===== config.mk =====
export PLATFORM = sky130hd
export DESIGN_NAME = approx_alu_seq
export DESIGN_NICKNAME = d
export VERILOG_FILES = /design/src/rtl/approx_alu_seq.sv
export SDC_FILE = /design/constraint.sdc
export NUM_CORES = 1
export LEC_CHECK = 0
export CELL_PAD_IN_SITES_DETAIL_PLACEMENT = 0
export CELL_PAD_IN_SITES_GLOBAL_PLACEMENT = 1
export CORE_ASPECT_RATIO = 1.75
export CORE_MARGIN = 5
export CORE_UTILIZATION = 47
export DETAILED_ROUTE_END_ITERATION = 7
export PLACE_DENSITY = 0.92
export SYNTH_ARGS = -nofsm -noshare
export SYNTH_HDL_FRONTEND = slang
export SYNTH_SLANG_ARGS = --single-unit
export TNS_END_PERCENT = 30

===== constraint.sdc =====
create_clock -name clk -period 4.8 [get_ports clk]
set_input_delay 0.96 -clock clk [delete_from_list [all_inputs] [get_ports clk]]
set_output_delay 0.96 -clock clk [all_outputs]
set_load 0.05 [all_outputs]

===== src/rtl/approx_alu_seq.sv =====
// rtl/approx_alu_seq.sv - valid/ready execute-stage ALU with an iterative shift-add multiplier
// APPROX_MUL_EN selects the segmented approximate multiply; otherwise opcode 0x16 is an exact HALFxHALF product.
module approx_alu_seq #(
  parameter int WIDTH = 32,
  parameter int SEG   = 8
) (
  input  logic             clk,
  input  logic             reset,
  input  logic             in_valid,
  output logic             in_ready,
  input  logic [WIDTH-1:0] A,
  input  logic [WIDTH-1:0] B,
  input  logic [5:0]       Control,
  output logic             out_valid,
  input  logic             out_ready,
  output logic [WIDTH-1:0] Out,
  output logic             Zero,
  output logic             err
);
  localparam int HALF = WIDTH / 2;
`ifdef APPROX_MUL_EN
  localparam int OPW = SEG;
`else
  localparam int OPW = HALF;
`endif
  localparam int CNT_W = $clog2(OPW + 1);
  localparam int SH_W  = $clog2(WIDTH) + 1;

  typedef enum logic [1:0] {IDLE, MULT, DONE} state_t;

  state_t            state_q, state_d;
  logic [CNT_W-1:0]  cnt_q, cnt_d;
  logic [WIDTH-1:0]  mcand_q, mcand_d;
  logic [OPW-1:0]    mplier_q, mplier_d;
  logic [SH_W-1:0]   sh_q, sh_d;
  logic [WIDTH-1:0]  acc_q, acc_d;
  logic [WIDTH-1:0]  out_q, out_d;
  logic              zero_q, zero_d;
  logic              err_q, err_d;

  logic [WIDTH-1:0]  alu_res;
  logic              alu_err;
  logic              is_mul;
  logic              accept;
  logic              last_iter;
  logic [WIDTH-1:0]  acc_next;
  logic [WIDTH-1:0]  mul_res;
  logic [SH_W-1:0]   sh_a, sh_b;
  logic [OPW-1:0]    seg_a, seg_b;

  // Returns {shift, segment}; the segment keeps the OPW bits just below and including the leading one.
  function automatic logic [SH_W+OPW-1:0] segment(input logic [HALF-1:0] x);
    logic [SH_W-1:0] s;
    s = '0;
`ifdef APPROX_MUL_EN
    for (int i = SEG; i < HALF; i++) begin
      if (x[i]) s = SH_W'(i - SEG + 1);
    end
`endif
    return {s, OPW'(x >> s)};
  endfunction

  assign {sh_a, seg_a} = segment(A[HALF-1:0]);
  assign {sh_b, seg_b} = segment(B[HALF-1:0]);

  always_comb begin
    alu_res = '0;
    alu_err = 1'b0;
    is_mul  = 1'b0;
    case (Control)
      6'h00:               alu_res = '0;
      6'h10:               alu_res = A;
      6'h39, 6'h3B, 6'h3C: alu_res = B;
      6'h12, 6'h32:        alu_res = A + B;
      6'h13, 6'h20, 6'h33: alu_res = A - B;
      6'h14, 6'h34:        alu_res = A | B;
      6'h15, 6'h35:        alu_res = A & B;
      6'h16:               is_mul  = 1'b1;
      default:             alu_err = 1'b1;
    endcase
  end

  assign accept    = in_valid & in_ready;
  assign last_iter = (cnt_q == CNT_W'(OPW - 1));
  assign acc_next  = mplier_q[0] ? (acc_q + mcand_q) : acc_q;
  assign mul_res   = acc_next << sh_q;

  always_ff @(posedge clk or negedge reset) begin
    if (!reset) state_q <= IDLE;
    else        state_q <= state_d;
  end

  always_comb begin
    state_d = state_q;
    case (state_q)
      IDLE: if (accept) state_d = is_mul ? MULT : DONE;
      MULT: if (last_iter) state_d = DONE;
      DONE: begin
        if (out_ready) begin
          if (accept) state_d = is_mul ? MULT : DONE;
          else        state_d = IDLE;
        end
      end
      default: state_d = IDLE;
    endcase
  end

  // in_ready is gated by reset so the front end sees a stall while reset is held.
  always_comb begin
    out_valid = (state_q == DONE);
    in_ready  = reset & ((state_q == IDLE) | ((state_q == DONE) & out_ready));
  end

  always_comb begin
    cnt_d    = cnt_q;
    mcand_d  = mcand_q;
    mplier_d = mplier_q;
    sh_d     = sh_q;
    acc_d    = acc_q;
    out_d    = out_q;
    zero_d   = zero_q;
    err_d    = err_q;
    if (accept) begin
      if (is_mul) begin
        cnt_d    = '0;
        acc_d    = '0;
        mcand_d  = WIDTH'(seg_a);
        mplier_d = seg_b;
        sh_d     = sh_a + sh_b;
      end else begin
        out_d  = alu_res;
        zero_d = (alu_res == '0);
        err_d  = alu_err;
      end
    end else if (state_q == MULT) begin
      cnt_d    = cnt_q + CNT_W'(1);
      acc_d    = acc_next;
      mcand_d  = mcand_q << 1;
      mplier_d = mplier_q >> 1;
      if (last_iter) begin
        out_d  = mul_res;
        zero_d = (mul_res == '0);
        err_d  = 1'b0;
      end
    end
  end

  always_ff @(posedge clk or negedge reset) begin
    if (!reset) begin
      cnt_q    <= '0;
      mcand_q  <= '0;
      mplier_q <= '0;
      sh_q     <= '0;
      acc_q    <= '0;
      out_q    <= '0;
      zero_q   <= 1'b0;
      err_q    <= 1'b0;
    end else begin
      cnt_q    <= cnt_d;
      mcand_q  <= mcand_d;
      mplier_q <= mplier_d;
      sh_q     <= sh_d;
      acc_q    <= acc_d;
      out_q    <= out_d;
      zero_q   <= zero_d;
      err_q    <= err_d;
    end
  end

  assign Out  = out_q;
  assign Zero = zero_q;
  assign err  = err_q;

endmodule


Word level (Yosys, flattened, before mapping)
Cells that the tools add are included.

Bits in registers: 121. Input bits: 74. Word-level logic and storage cells: 89.

Add/subtract/negate cells: 4. Equal/unequal tests: 22. Mux-type cells: 34. Bitwise gates (word level): 6. Reduce and logical (&&, ||, !) cells: 15.

Operators by type and width (count): two-way mux 32 bit (11); case mux 32 bit (6 select lines) (1); adder 32 bit (2); zero test 32 bit (2); equality test 6 bit (second input constant) (8); two-way mux 16 bit (3); equality test 6 x 5 -> 1 bit (second input constant) (6); bitwise AND 32 bit (1); OR 32 bit (1); subtractor 32 bit (1); two-way mux 5 bit (3); OR reduction 15 bit (1); two-way mux 1 bit (10); two-way mux 2 bit (5); != test 2 bit (second input constant) (4); zero test 6 bit (1); case mux 2 bit (3 select lines) (1); AND reduction 3 bit (2); OR reduction 2 bit (3); OR reduction 3 bit (2); adder 5 x 1 -> 5 bit (second input constant) (1); equality test 5 x 4 -> 1 bit (second input constant) (1); nonzero test 2 bit (2); bitwise AND 1 bit (3); other kinds (6) (6).

Logic depth before layout (Yosys ltp)
Gate-level depths: netlist of run 1.

Depth in word-level cells: 8. Depth in mapped cells: 21. Mapped depth without buffers: 21.

Worst setup path after synthesis of run 1
No wires, ideal clock.

Kind: in2reg. From: in Control[0]. To: reg zero_q, in the netlist Zero. Library setup time: 0.080 ns. Arrival time: 5.110 ns. Required time: 4.720 ns. Path slack: -0.390 ns. Cell stages on the path: 18. Path through: clkbuf_1 -> or4b_1 -> a211oi_4 -> clkbuf_1 -> nor2_1 -> xnor2_1 -> ha_1 -> o21a_1 -> o31a_1 -> o31a_1 -> o41a_1 -> a31o_2 -> a21oi_2 -> o221ai_1 -> nand4b_1 -> nor4_4 -> nand4_1 -> o211ai_2.

Word-level cells in the longest chain between the ends: 6. Elaborated cells on any way between the ends: 26. Those cells by class: eq/ne (15); mux (4); reduce/logical (7).

Ends and longest elaborated chain: from (decl) (line 13) `input logic [5:0] Control,`; equality test 6 x 5 -> 1 bit / equality test 6 bit (equally long branches) (line 70) `case (Control)`; OR reduction 3 bit / OR reduction 2 bit (equally long branches) (line 70); case mux 32 bit (6 select lines) (line 70); zero test 32 bit (line 132) `zero_d = (alu_res == '0);`; two-way mux 1 bit (line 124) `if (is_mul) begin`; two-way mux 1 bit (line 123) `if (accept) begin`; to (signal assigned) (line 165) `zero_q <= zero_d;`; to (decl) (line 38) `logic zero_q, zero_d;`.

Parallel ways exist; a longest one is shown, timed or not. The select of a mux whose other input is x is not followed. A chain may end at the register's enable or synchronous reset.

Worst setup path after layout of run 1
Same ends and word-level chain as after synthesis.

==> metrics, run 1 <==
outcome finished, final reports clean; Total GRT Usage 0.283; final cell area excluding filler cells around 0.015 mm2; Crit path max-delay family compound AO/OA/AOI/OAI gates; hold_buf cts 0; hold path cells 2; CP required 5160 ps; Post-route DRC 0; synth warn 0; clk_lat worst skew ~440 ps; Worst EP arrival 5120 ps; CP max stage delay around 550 ps; post-synth top area share 0.276; WL final around 39000 um; Starting Density 0.473; syn nets approximately 1600; Root Buffer clkbuf_16; layout cells sized above 1 0.203; period utilization 0.990; Mapped Cells between 1000 and 1500; Hold WS approximately 470 ps; multi-input logic area 0.00779 mm2; Final Net Count 1806; Final Hold Viols 0; Reg-to-Reg Start mcand_q[0]; post-synthesis sequential area ratio 0.276; Worst-path clk slew 60 ps; Netlist cell types slightly above 90; DP HPWL ~29000 um; Final setup viols 0; Synth async-reset ratio 1.00; Core Util, Final 0.631; DRT antenna net count 0; critical path buffer and inverter count 3; Worst VDD drop between 0.3 and 0.4 mV; io pins 110; CTS sink count ~120; area added between synthesis and finish 33.4%; Post-synth EDFFs 0; CTS buffer count 17; port bufs around 110; core box area approximately 0.023 mm2; Setup CP Type in2reg; filler cell count around 2000; FF+latch count, synth approximately 120; 1st-pass router iterations 5; Least-Margin Pin Slew approximately 820 ps; most used cell, CP buf_6; grt ovf 0; initial antenna violation count 0; Syn Area/Cell about 7.8 um2; Slew Limit Fails 0; clock skew roughly 8 ps; first-pass GRT wire length about 61000 um; vias approximately 12000; Reg area 0.00303 mm2; dominant cell type by area after synthesis dfrtp_1; die height approximately 210 um; via/cell ratio 6.13; area of the mapped netlist about 0.011 mm2; Crit. End Element flip-flop; WL/cell between 15 and 20 um; post-layout minimum cycle time around 4800 ps; row cnt 74; RSZ-0062 raised after global routing yes; Worst R2R Path Depth 13; number of diodes 0; DR iter-0 viols between 700 and 800; Synth area leaders dfrtp_1 (28%), nand2_1 (8.4%), ha_1 (7.6%); min-delay src Out[9]; Crit. path cell count 19; GPL Wtd Cong just over 1; Max Cap Viol 0; Post-synth top flop dfrtp_1; slowest CP cell or4b_4; Die Area between 0.02 and 0.03 mm2; crit-path max FO 5; Power Density about 610 mW/mm2; Worst Setup Start Kind primary input; Fmax ~210 MHz; die width 126 um; dpl cells around 1900; number of H-tree levels 4; crit-path cells buf_6, or4b_4, buf_6, a211oi_4, buf_6, nor2_4, xnor2_2, ha_1, o21a_1, o31a_1, o31a_1, o41a_1, a31o_4, a21o_1, a211oi_2, o221ai_2, nor4_4, nand4_1, o211ai_2; clk buf depth 2; Final Non-Filler Cells a little under 2000; worst relative slew slack 0.457; HP Class reg2reg; vias in the first global route 12100; largest net degree at the start of global routing 65; instance area at placement around 0.014 mm2; total power roughly 8.9 mW; CP startpoint Control[0]; Leak approximately 6.6 nW; CTS tree yes
-- cell families (layout without fill, tap and decap cells) --
group,after synthesis,in the layout,share of synthesized area
buffers and inverters,116,377,0.0470
xor gates and xnor gates,71,71,0.0573
muxes,35,35,0.0330
DFF,121,121,0.276
AOI/OAI and AO/OA,482,482,0.286
and+or+nand+nor,521,521,0.221
adders and majority gates,69,69,0.0799
-- stage by stage --
step                setup TNS, ps  setup WS, ps
floorplan                    -284          -163
global placement           -10430          -738
detailed placement         -12540          -865
CTS                             0          5.40
global route                 -239          -115
finish                          0          48.4
-- repair_timing --
item	CTS	global route
pin swaps	28	30
gates cloned	0	0
gates resized for setup	43	56
setup buffers	9	13
endpoints found under the setup margin	14	12
-- synth_stat cells (all sizes together), types with 5 or more instances --
master   instances
a211oi          25
o311ai           5
o31a             5
nor2           132
a21boi           5
nor3            26
mux2i           25
a22o             5
nand2          245
and3            16
a21o            36
nand4b           6
dfrtp          121
a31o             5
o31ai           10
o21ai          104
o211ai           9
clkbuf          67
and4             5
a21oi          133
ha              67
and2            10
or3              9
a211o            5
nand4           15
xor2            32
or2              7
a2111oi          6
a31oi           42
inv             27
o22ai           20
o221ai           7
nand3           13
o21bai           6
nand2b           5
mux2            10
xnor2           39
o21a            12
nor4             7
nor2b            8
buf             21
a221o            6
-- final cells by class --
cell class              count  share of cell area
multi-input cells        1178               0.531
flip-flops and latches    121               0.207
repair buffers            318               0.186
clock buffers              18              0.0300
well taps                 304              0.0260
clock inverters            14              0.0134
inverters                  27             0.00692
-- path summary, 6_finish.rpt --
kind | to | slack [ps]
setup / recovery | Zero | 50
hold / removal | Out[9] | 470
setup reg to reg | Zero | 820
hold reg to reg | Out[9] | 470
max in group asynchronous | mplier_q[0] | 2670
min in group asynchronous | acc_q[2] | 740
-- metal layers --
metal,vias to the layer above,wire [um],share of wire,track usage
li1,5663,-,-,-
met3,162,2020,0.052,0.0380
met1,5809,14300,0.37,0.307
met4,0,2670,0.069,0.186
met2,499,19600,0.51,0.511
met5,-,0,0,0
-- power breakdown --
| part | internal [mW] | leakage [nW] | total (mW) | switching [mW] |
|---|---|---|---|---|
| Combinational | 2.23 | 4.90 | 5.63 | 3.39 |
| Clock | 0.884 | 0.303 | 1.40 | 0.512 |
| Sequential | 1.50 | 1.44 | 1.90 | 0.401 |
-- registers in the layout, indices dropped and copies added (netlist names) --
signal / count
cnt_q: 5
state_q: 2
mplier_q: 16
acc_q: 32
Out: 32
Zero: 1
mcand_q: 32
err: 1
-- worst reg2reg max path: stages, from the launching register on --
cell and delay (ps):
dfrtp_1 430, ha_1 270, fa_1 450, a211oi_1 390, o21ai_1 240, nand3_1 250, a21oi_1 170, o311a_1 360
a2111oi_2 370, xnor2_1 130, mux2i_1 290, and4_1 240, nand4_1 130, o211ai_2 190
-- placed cells by master, fill, tap and decap left out, types with 24 or more instances in the layout --
cell type          n
ha_1              66
a21oi_1          123
xor2_1            32
dfrtp_1          120
nand2_1          244
o21ai_0           88
nor3_1            24
mux2i_1           24
xnor2_1           36
inv_1             25
a31oi_1           41
nor2_1           127
clkdlybuf4s50_1   93
a21o_1            36
buf_4            199
(Power assumes the default switching activity.)
==> inputs of run 2 (changes only) <==
- CORE_UTILIZATION: 47 -> 40
- PLACE_DENSITY: 0.92 -> 0.81
==> run 2 against run 1 <==
Against the previous run:
- the flow now finishes with violations (setup timing)
- via count down 3.5%
- flip-flop and latch count unchanged
- sequential power about the same
- die area increased by 16%
==> metrics, run 2 (synthesized netlist as in run 1, its figures left out) <==
clock skew 6.92 ps (-1.22 ps); DP HPWL 31600 um (+7.7%); grt ovf 0 (unchanged); die height 229 um (+8.0%); setup TNS -86.3 ps (-86.3 ps); dpl cells 2009 (+4.3%); Hold WS 478 ps (+8.08 ps); Leak 6.68 nW (+0.52%); min-delay src Out[7]; crit-path cells buf_6, or4b_4, a211o_4, mux2i_4, ha_1, nor2b_4, o31a_1, o31a_1, o41a_1, buf_4, a31o_4, a21o_1, a211oi_2, o221ai_2, nor4_4, nand4_1, o211ai_2; row cnt 80 (+8.1%); slowest CP cell or4b_4; Core Util, Final 0.545 (-0.0860); worst relative slew slack 0.307 (-0.150); Root Buffer clkbuf_16; initial antenna violation count 0 (unchanged); crit-path max FO 4 (-1); r2r setup slk 880 ps (+60 ps); HP Class reg2reg; number of H-tree levels 4 (unchanged); commonest cells after routing, fill and taps aside nand2_1 (244), buf_4 (224), nor2_1 (129); Crit path max-delay family compound AO/OA/AOI/OAI gates; clk buf depth 2 (unchanged); WL/cell 19.4 um (-0.70%); Worst VDD drop 0.347 mV (+12%); failing checks setup timing; final cell area excluding filler cells 0.0148 mm2 (+1.2%); Reg area 0.00303 mm2 (unchanged); Slew Limit Fails 0 (unchanged); Final Hold Viols 0 (unchanged); io pins 110 (unchanged); outcome complete, but fails checks; most used cell, CP o31a_1; 1st-pass router iterations 6 (+1); Starting Density 0.404 (-0.0692); Total GRT Usage 0.259 (-0.0240); via/cell ratio 5.66 (-7.6%); WL final 40000 um (+3.6%); Hold Path End Out[7]; Least-Margin Pin Slew 1040 ps (+224 ps); Post-route DRC 0 (unchanged); Power Density 595 mW/mm2 (-2.2%); post-layout minimum cycle time 4860 ps (+112 ps); hold path cells 2 (unchanged); critical path buffer and inverter count 2 (-1); DR iter-0 viols 881 (+21%); Worst-path clk slew 60 ps (about the same); Final Net Count 1827 (+1.2%); Setup CP Type in2reg; port bufs 109 (unchanged); vias in the first global route 11900 (-1.9%); Reg-to-Reg Start mcand_q[0]; core box area 0.0272 mm2 (+17%); Max Cap Viol 0 (unchanged); CTS sink count 121 (unchanged); largest net degree at the start of global routing 122 (+88%); Fmax 206 MHz (-2.3%); Final Non-Filler Cells 2066 (+4.3%); CP max stage delay 570 ps (+20 ps); CP required 5160 ps (about the same); die width 135 um (+7.7%); GPL Wtd Cong 0.957 (-6.7%); instance area at placement 0.0137 mm2 (+1.4%); CTS tree yes; number of diodes 0 (unchanged); layout cells sized above 1 0.212 (+0.00928); Final setup viols 2 (+2); first-pass GRT wire length 63600 um (+4.8%); Critical R2R Capture Zero; Worst Setup Start Kind primary input; Worst EP arrival 5220 ps (+100 ps); multi-input logic area 0.00778 mm2 (about the same); Worst R2R Path Depth 13 (unchanged); filler cell count 2685 (+34%); Setup WS post-layout -63.5 ps (-112 ps); RSZ-0062 raised after global routing yes; CTS buffer count 17 (unchanged); area added between synthesis and finish 34.9%; period utilization 1.01 (+0.0233); clk_lat worst skew 440 ps (about the same); hold_buf cts 0 (unchanged); commonest non-fill, non-tap cell in the layout nand2_1; Die Area 0.0310 mm2 (+16%); Crit. End Element flip-flop; DRT antenna net count 0 (unchanged); vias 11700 (-3.5%)
[run 2: power breakdown]
group / internal, mW / switching (mW) / leakage (nW) / total, mW
Clock: 0.793 / 0.511 / 0.274 / 1.30
Sequential: 1.50 / 0.412 / 1.44 / 1.91
Combinational: 2.24 / 3.37 / 4.96 / 5.61
Total: 4.54 / 4.29 / 6.68 / 8.82
[run 2: routing by layer]
metal / vias to the layer above / routed length, um / track usage
li1: 5717 / - / -
met2: 324 / 21300 / 0.474
met5: - / 0 / 0
met1: 5552 / 15200 / 0.290
met3: 110 / 1380 / 0.0310
met4: 0 / 2050 / 0.129
[run 2: worst max path at each step]
stage	start	end	slack, ps	depth (start not counted)
6_report	Control[1]	Zero	-60	17
5_1_grt	B[10]	Zero	-210	20
4_1_cts	Control[0]	Zero	5	17
3_5_place_dp	B[0]	Zero	-1020	23
3_3_place_gp	B[9]	Zero	-890	18
2_1_floorplan	Control[0]	Zero	-160	17
[run 2: final cells by class]
class                   count  share of cell area
repair buffers            339               0.193
flip-flops and latches    121               0.204
multi-input cells        1178               0.525
clock inverters            13             0.00979
well taps                 369              0.0311
clock buffers              19              0.0306
inverters                  27             0.00684
[run 2: tightest hold or removal path: stages (launching register included)]
cell and delay, ps:
dfrtp_1 340, nand2_1 50, o21ai_0 60
[run 2: timing repair]
item                                    in CTS  in global routing
setup buffers                               13                 12
pin swaps                                   40                 39
endpoints found under the setup margin      17                 12
gates resized for setup                     63                 27
[run 2: metrics by stage]
step	power, mW	setup slack (ps)
CTS	8.79	4.54
global route	9.48	-209
finish	8.82	-63.5
global placement	7.34	-894
detailed placement	7.40	-1020
floorplan	5.67	-163
==> inputs of run 3 (changes only) <==
--- a/config.mk
+++ b/config.mk
@@ -14,2 +14,3 @@
 export PLACE_DENSITY = 0.81
+export REMOVE_ABC_BUFFERS = 1
 export SYNTH_ARGS = -nofsm -noshare
--- a/constraint.sdc
+++ b/constraint.sdc
@@ -3,2 +3,2 @@
 set_output_delay 0.96 -clock clk [all_outputs]
-set_load 0.05 [all_outputs]
+set_load 0.01 [all_outputs]
==> run 3 against run 2 <==
Against the previous run:
- the flow now finishes without violations
- clock power up 3%
- sequential power about the same
- core utilization hardly changed
- sequential share of layout area is essentially flat
- register-to-register slack worse by 80 ps
- cell count shrank 0.68%
- die area stayed put
- total power shrank 4.4%
- combinational power shrank 7.8%
- wire length down 1.7%
- hold slack improved by 19 ps
- critical path type unchanged
- largest cell class unchanged
- highest routed layer unchanged
==> metrics, run 3 (synthesized netlist as in run 1, its figures left out) <==
outcome finished, final reports clean; clk_lat worst skew 430 ps (about the same); clock skew 9.18 ps (+2.27 ps); hold_buf cts 0 (unchanged); Leak 6.71 nW (+0.48%); Slew Limit Fails 0 (unchanged); 1st-pass router iterations 6 (unchanged); multi-input logic area 0.00786 mm2 (+0.98%); die width 135 um (unchanged); die height 229 um (unchanged); Post-route DRC 0 (unchanged); WL final 39300 um (-1.7%); CTS tree yes; Critical R2R Capture Zero; Die Area 0.0310 mm2 (unchanged); vias in the first global route 11700 (-1.7%); vias 11700 (-0.13%); commonest non-fill, non-tap cell in the layout nand2_1; Worst-path clk slew 60 ps (about the same); Max Cap Viol 0 (unchanged); period utilization 0.991 (-0.0218); via/cell ratio 5.70 (+0.55%); post-layout minimum cycle time 4760 ps (-105 ps); Final Net Count 1813 (-0.77%); number of H-tree levels 4 (unchanged); crit-path max FO 3 (-1); Power Density 569 mW/mm2 (-4.4%); Setup CP Type in2reg; port bufs 109 (unchanged); first-pass GRT wire length 61700 um (-3.0%); CP required 5110 ps (-50 ps); HP Class reg2reg; Final setup viols 0 (-2); Least-Margin Pin Slew 1120 ps (+78.4 ps); WL/cell 19.2 um (-1.0%); Final Non-Filler Cells 2052 (-0.68%); highest routed layer met4; Worst setup endpoint Zero; dpl cells 1991 (-0.90%); Fmax 210 MHz (+2.2%); worst relative slew slack 0.252 (-0.0550); Worst VDD drop 0.324 mV (-6.7%); Worst Setup Start Kind primary input; row cnt 80 (unchanged); initial antenna violation count 0 (unchanged); RSZ-0062 raised after global routing yes; area added between synthesis and finish 34.9% (about the same); Final Hold Viols 0 (unchanged); Total GRT Usage 0.251 (-0.00797); io pins 110 (unchanged); r2r setup slk 800 ps (-80 ps); Worst R2R Path Depth 13 (unchanged); Crit. End Element flip-flop; Starting Density 0.404 (unchanged); largest net degree at the start of global routing 64 (-48%); DP HPWL 30700 um (-2.8%); number of diodes 0 (unchanged); clk buf depth 2 (unchanged); GPL Wtd Cong 0.953 (-0.40%); CP startpoint Control[1]; CTS sink count 121 (unchanged); filler cell count 2641 (-1.6%); layout cells sized above 1 0.213 (+0.00117); grt ovf 0 (unchanged); DR iter-0 viols 719 (-18%); Reg-to-Reg Start mcand_q[0]; Reg area 0.00303 mm2 (unchanged); routed length on met2 20700 um (-3.0%); min-delay src acc_q[31]; Root Buffer clkbuf_16; M1 wire length 15300 um (+0.55%); instance area at placement 0.0135 mm2 (-1.5%); commonest cells after routing, fill and taps aside nand2_1 (241), buf_4 (205), nor2_1 (129); CTS buffer count 17 (unchanged); met3 wire len 1300 um (-5.4%); core box area 0.0272 mm2 (unchanged); Worst EP arrival 5070 ps (-150 ps); DRT antenna net count 0 (unchanged); final cell area excluding filler cells 0.0148 mm2 (about the same)
-- run 3: cell count changes in the layout (fill, tap and decap cells not counted), sizes merged --
cell           before  now
clkdlybuf4s50      94   89
clkinvlp            6    5
dlymetal6s2s        6   12
inv                29   28
bufinv              2    3
clkbuf             20   21
clkdlybuf4s15       1    0
buf               234  221
clkinv              3    5
dlygate4sd2         3    0
-- run 3: what timing repair did --
action | in CTS | in global routing
endpoints found under the setup margin | 20 | 15
buffers inserted | 19 | 11
resized for setup | 66 | 61
pin swaps | 37 | 60
-- run 3: how the worst min path moves through the flow --
stage                            to  slack (ps)  cells after the start
after floorplan           acc_q[31]         460                      1
after global placement    acc_q[31]         480                      1
after detailed placement  acc_q[31]         490                      1
after CTS                 acc_q[31]         500                      1
after global routing      acc_q[31]         520                      1
final                     acc_q[31]         500                      1
-- run 3: report_power, final --
group / internal (mW) / leakage, nW / switching [mW]
combinational: 2.23 / 4.98 / 2.94
clock: 0.830 / 0.285 / 0.506
sequential: 1.50 / 1.44 / 0.433
total: 4.56 / 6.71 / 3.88
-- run 3: area by class of cell --
class,count,share of cell area
tap,369,0.0311
sequential,121,0.204
multi-input combinational,1178,0.530
timing repair buffer,325,0.186
clock inverter,14,0.0116
inverter,27,0.00684
clock buffer,18,0.0296
-- run 3: through the flow --
stage	TNS [ps]	utilization	hold slack (ps)	total power [mW]	setup WS [ps]
floorplan	-235	-	464	5.23	-158
global placement	-12260	0.497	482	6.89	-891
detailed placement	-14370	0.497	489	6.95	-1020
CTS	-187	0.534	497	8.38	-104
global route	-69.5	0.544	519	9.07	-39.1
finish	0	0.544	497	8.44	41.4
-- run 3: metal layers --
metal | vias up | track usage
met2 | 328 | 0.459
met4 | 0 | 0.124
met3 | 106 | 0.0279
met1 | 5560 | 0.284
met5 | - | 0
li1 | 5694 | -
-- run 3: critical path: stages --
cell      delay (ps)
buf_6             90
or4b_4           570
a211o_4          390
mux2i_4          200
buf_4            130
fa_2             350
a211oi_2         290
o21bai_2         140
a221o_1          390
o211ai_1         200
buf_4            160
buf_4             90
nand4b_1         160
a31oi_1          250
xnor2_1          140
a21oi_1           90
buf_4            160
o211a_1          110
nand4_1          100
o211ai_2          80
